===== src/rtl/mem_port_arbiter.sv =====
// Single-port memory arbiter between instruction-fetch and data-memory ports.
// Define ARB_RR_EN for round-robin arbitration (default: fixed DM > IF).
module mem_port_arbiter #(
    parameter int AW      = 8,
    parameter int DW      = 32,
    parameter int MEM_LAT = 1
) (
    input  logic          clk,
    input  logic          reset,
    input  logic          if_req,
    input  logic [AW-1:0] if_addr,
    output logic          if_ack,
    output logic [DW-1:0] if_rdata,
    input  logic          dm_req,
    input  logic          dm_we,
    input  logic [AW-1:0] dm_addr,
    input  logic [DW-1:0] dm_wdata,
    output logic          dm_ack,
    output logic [DW-1:0] dm_rdata,
    output logic          mem_en,
    output logic          mem_we,
    output logic [AW-1:0] mem_addr,
    output logic [DW-1:0] mem_wdata,
    input  logic [DW-1:0] mem_rdata,
    output logic          busy,
    output logic          grant_id
);

    localparam logic [1:0] S_IDLE  = 2'd0;
    localparam logic [1:0] S_ISSUE = 2'd1;
    localparam logic [1:0] S_WAIT  = 2'd2;
    localparam logic [1:0] S_ACK   = 2'd3;

    localparam logic [3:0] LAT = 4'(MEM_LAT);

    logic [1:0] state;
    logic [3:0] cnt;
    logic       pick_dm;

`ifdef ARB_RR_EN
    logic last_grant;

    // On a tie the port that did not win last time goes first.
    always_comb begin
        pick_dm = dm_req && (!if_req || !last_grant);
    end
`else
    always_comb begin
        pick_dm = dm_req;
    end
`endif

    always_ff @(posedge clk or negedge reset) begin
        if (!reset) begin
            state     <= S_IDLE;
            cnt       <= 4'd0;
            grant_id  <= 1'b0;
            mem_we    <= 1'b0;
            mem_addr  <= '0;
            mem_wdata <= '0;
            if_rdata  <= '0;
            dm_rdata  <= '0;
`ifdef ARB_RR_EN
            last_grant <= 1'b1;
`endif
        end else begin
            unique case (state)
                S_IDLE: begin
                    if (if_req || dm_req) begin
                        grant_id <= pick_dm;
                        mem_addr <= pick_dm ? dm_addr : if_addr;
                        mem_we   <= pick_dm && dm_we;
                        if (pick_dm) begin
                            mem_wdata <= dm_wdata;
                        end
                        state <= S_ISSUE;
                    end
                end
                S_ISSUE: begin
                    if (mem_we) begin
                        state <= S_ACK;
                    end else begin
                        cnt   <= LAT;
                        state <= S_WAIT;
                    end
                end
                S_WAIT: begin
                    cnt <= cnt - 4'd1;
                    if (cnt == 4'd1) begin
                        if (grant_id) begin
                            dm_rdata <= mem_rdata;
                        end else begin
                            if_rdata <= mem_rdata;
                        end
                        state <= S_ACK;
                    end
                end
                S_ACK: begin
`ifdef ARB_RR_EN
                    last_grant <= grant_id;
`endif
                    state <= S_IDLE;
                end
                default: state <= S_IDLE;
            endcase
        end
    end

    always_comb begin
        mem_en = (state == S_ISSUE);
        busy   = (state != S_IDLE);
        if_ack = (state == S_ACK) && !grant_id;
        dm_ack = (state == S_ACK) && grant_id;
    end

endmodule


===== config.mk =====
export PLATFORM = sky130hd
export DESIGN_NAME = mem_port_arbiter
export DESIGN_NICKNAME = d
export VERILOG_FILES = /design/src/rtl/mem_port_arbiter.sv
export SDC_FILE = /design/constraint.sdc
export NUM_CORES = 1
export LEC_CHECK = 0
export CAP_MARGIN = 20
export CELL_PAD_IN_SITES_DETAIL_PLACEMENT = 1
export CELL_PAD_IN_SITES_GLOBAL_PLACEMENT = 1
export CORE_AREA = 2 2 137 106
export DETAILED_ROUTE_END_ITERATION = 10
export DIE_AREA = 0 0 139 108
export PLACE_DENSITY = 0.76
export SKIP_CTS_REPAIR_TIMING = 1
export SYNTH_ARGS = -nofsm -noshare
export SYNTH_HDL_FRONTEND = slang
export SYNTH_SLANG_ARGS = --single-unit

===== constraint.sdc =====
create_clock -name clk -period 2.09 [get_ports clk]
set_input_delay 0.418 -clock clk [delete_from_list [all_inputs] [get_ports clk]]
set_output_delay 0.418 -clock clk [all_outputs]
set_load 0.01 [all_outputs]

Word level (Yosys, flattened, before mapping):

Index checks and enable logic that the tools add are counted.
Widths: inputs -> output; s select.

* muxes and demuxes: 7
* equality and inequality tests: 7
* reductions and logical operators: 14
* bitwise operators: 1
* add/subtract/negate cells: 1

Operators with widths (count)
* $reduce_and 3->1: 3
* $mux 8: 1
* $pmux 2 s4: 1
* $pmux 4 s2: 1
* $ne 2x2->1 const B: 3
* $reduce_and 2->1: 3
* $eq 2x2->1 const B: 2
* $eq 4x1->1 const B: 1
* $mux 2: 2
* $mux 4: 1
* $reduce_bool 2->1: 2
* $sub 4x1->4 const B: 1
* $logic_and 1x1->1: 3
* $eq 2x1->1 const B: 1
* $logic_not 2->1: 1
* $logic_not 1->1: 1
* $logic_or 1x1->1: 1
* $mux 1: 1
* $not 1->1: 1

* bits in registers: 112
* output and inout bits: 110
* input bits: 85
* word-level logic and storage cells: 38

Depth between registers and ports, before layout:

* depth in word-level cells: 3
* gate-level depth with buffers: 6
* gate-level depth less buffers: 5

Worst setup path before layout:

Ideal clock, no wire load.

* path kind: register -> register
* start point: reg cnt[1]
* end point: reg if_rdata[0]
* cell stages (with the launch flop): 7
* setup slack: 190 ps
* period minus slack after synthesis: 1900 ps
* arrival time: 1776 ps
* path buffers: 1
* setup time: 125 ps
* data required time: 1965 ps
* cell sequence: dfrtp_1 > inv_1 > ha_1 > or3b_4 > nor3b_4 > buf_6 > mux2_2

* longest elaborated chain between the ends: 2

Ends and longest elaborated chain
* start: declaration: line 37 `logic [3:0] cnt;`
* start signal: assignment: line 88 `cnt <= cnt - 4'd1;`
* $eq 4x1->1: line 89 `if (cnt == 4'd1) begin`
* $reduce_and 3->1 (no line)
* end signal: assignment: line 93 `if_rdata <= mem_rdata;`
* end: declaration: line 13 `output logic [DW-1:0] if_rdata,`

Every way passes these cells.
A chain may end at the register's enable or synchronous reset.

Final worst setup path:

* start point: reg cnt[1]
* end point: reg if_rdata[25]

The elaborated chain is that of the path after synthesis.

==> summary.txt <==
Run status
  – Status: finished, final reports clean

Power and ir drop
  – Combinational Power Share: 47.8%
  – Clock Power Share: 16.5%
  – P_leak: 2.98 nW
  – Worst-case vdd ir drop: 0.000780 V
  – Power Dens Cells: 1570 nW/um2
  – Seq pwr share: 35.7%
  – Power Internal: 7.69 mW
  – Switching share of power: 31.4%
  – Sw power: 3.52 mW

Cells and area
  – Non-filler cells, final: 682
  – Final Core Density: 52.8%
  – Commonest non-fill, non-tap cell in the layout: clkdlybuf4s50_1
  – Most frequent cells in the layout: clkdlybuf4s50_1, dfrtp_1, mux2_2
  – N_diodes: 0
  – Nets: 593
  – Layout cells sized above 1: 27.6%
  – Synthesis-to-finish area growth: 61.0%
  – Cell area after layout: 7130 um2
  – Fillers: 1348

Logic synthesis
  – Mapped Nets: 382
  – Cell count after synthesis: 291
  – Mean post-synth cell area: 15.2 um2
  – Cell area after synthesis: 4430 um2
  – Sequential-to-total area share from yosys stat: 63.2%
  – Synthesis Warnings: 0
  – Synthesized flop and latch total: 112
  – Ys async rst share: 100%
  – Post-synth EDFFs: 0
  – Primary FF master, synth: dfrtp_1
  – Post-synth cell types: 31

Place
  – Placement Setup Slack: 52.2 ps
  – Placer congestion estimate: 0.751
  – Input/output buffers: 194
  – Post-DP Area: 6660 um2
  – DP Cell Count: 656
  – DP Wirelength: 9.07 mm

STA
  – Final Slew Violations: 0
  – Ratio of final minimum period to clock period: 98.0%
  – Period minus WS final: 2050 ps
  – Final setup margin: 40.9 ps
  – Slew @ Worst Pin: 337 ps
  – Slew headroom: 77.3%
  – Hold Vio Cnt, Final: 0
  – Skew final: 4.92 ps
  – Final Setup Violations: 0
  – Fmax: 488 MHz

Route
  – DR WL/cell: 19.0 um
  – Via count: 3301
  – Drt pass-1 iters: 4
  – Final WL: 12.9 mm
  – Via-per-instance ratio: 4.84
  – ANT nets after route: 0
  – DRC: 0
  – Drt initial violations: 76

CTS
  – CTS Buf Count: 9
  – Clock Latency Late Sink: 350 ps
  – CTS tree: done
  – Reg clk slew, reported paths: 70 ps
  – Total clock sinks: 112
  – Clock root buffer: clkbuf_16
  – CTS max path bufs: 2
  – Htree depth: 3

Critical path
  – CP Data Arrival Time: 2280 ps
  – Crit path cell chain: inv_2, ha_4, or3b_4, nor3b_4, buf_6, clkbuf_16, mux2_2
  – Critical path fanouts, max: 9
  – Endpoint class of the critical path: register
  – Crit path launch type: register
  – Max stage delay on crit path: 410 ps
  – Worst Setup Path Type: reg2reg
  – WP data required: 2320 ps
  – Max stage delay cell, worst path: dfrtp_1

Floorplanning
  – Chip Height: 108 um
  – Row cnt: 37
  – Initial core utilization: 32.8%
  – Die width: 139 um
  – Core area: 13500 um2
  – Die Area: 15000 um2
  – Boundary Pins: 195

GRT
  – Antenna violations before repair: 0
  – First-pass GRT wire length: 19.9 mm
  – Number of global-route vias before repair: 3562
  – Largest net degree at the start of global routing: 59
  – GRT Util Overall: 17.0%
  – Grt ovf: 0

Min path
  – Worst hold path class: in2async

Flow run
  – MaxCap Viol Count: 0
## cell families after synthesis
logic type	share of synthesized area [%]
flops	63.2
buf+inv	2.20
fa+ha+maj	1.69
mux	24.9
simple gates	2.77
compound gates	5.20
## final cells by class
class	instances	area [um2]	share of cell area [%]
Tap cell	175	219	3.07
Clock buffer	10	229	3.21
Timing Repair Buffer	213	2210	30.9
Inverter	6	22.5	0.316
Clock inverter	6	93.8	1.32
Multi-Input combinational cell	160	1560	21.9
Sequential cell	112	2800	39.3
## critical path, delay by kind of cell (launching register included)
family / cells / cell delay [ps]
adders and majority gates: 1 / 120
muxes: 1 / 340
DFF: 1 / 410
buffers and inverters: 3 / 420
and+or+nand+nor: 2 / 640
## flip-flops by register name (all words and copies together), names as in the netlist
| register | count |
|---|---|
| mem_we | 1 |
| if_rdata | 32 |
| cnt | 4 |
| grant_id | 1 |
| mem_wdata | 32 |
| dm_rdata | 32 |
| state | 2 |
| mem_addr | 8 |
## metrics by stage
step / hold slack [ps] / setup TNS (ps) / total power, mW
floorplan: 122 / 0 / 6.18
global placement: 264 / 0 / 9.01
detailed placement: 264 / 0 / 9.23
CTS: -117 / -226 / 11.2
global route: 442 / -32.5 / 11.9
finish: 447 / 0 / 11.2
## metal layers
metal	wire (um)	global-route usage, %	vias up
met5	0	0	-
met4	131	3.97	0
met3	1390	8.81	13
met2	6140	27.9	144
met1	5270	20.0	1665
li1	-	-	1479
## worst paths after layout
check	from	to	slack, ps	cells past startpoint
worst max-delay path	cnt[1]	if_rdata[25]	40	7
worst min-delay path	reset	mem_wdata[30]	450	2
worst max register to register	cnt[1]	if_rdata[25]	40	7
worst min register to register	dm_rdata[25]	dm_rdata[25]	510	1
max in group asynchronous	reset	if_rdata[7]	1100	3
min in group clk	dm_rdata[25]	dm_rdata[25]	510	1
## power by group through the flow
stage,Clock (mW),Sequential (mW),Combinational (mW)
after floorplan,0,4.39,1.78
after global placement,0,3.94,5.07
after detailed placement,0,4.02,5.22
after CTS,1.92,4.02,5.26
after global routing,2.00,4.15,5.71
final,1.85,4.00,5.36
## synthesized netlist by cell type (all sizes together) (2+ instances only)
library cell	instances	area, um2
dfrtp	112	2800
mux2	98	1100
o22ai	16	100
buf	10	63.8
a21oi	9	45.0
ha	6	75.1
inv	6	22.5
nand2	6	22.5
clkbuf	3	11.3
nor2	3	11.3
o21ai	3	15.0
nor3	2	10.0
or3b	2	20.0
Note: power is estimated with default switching activity, not from simulation.
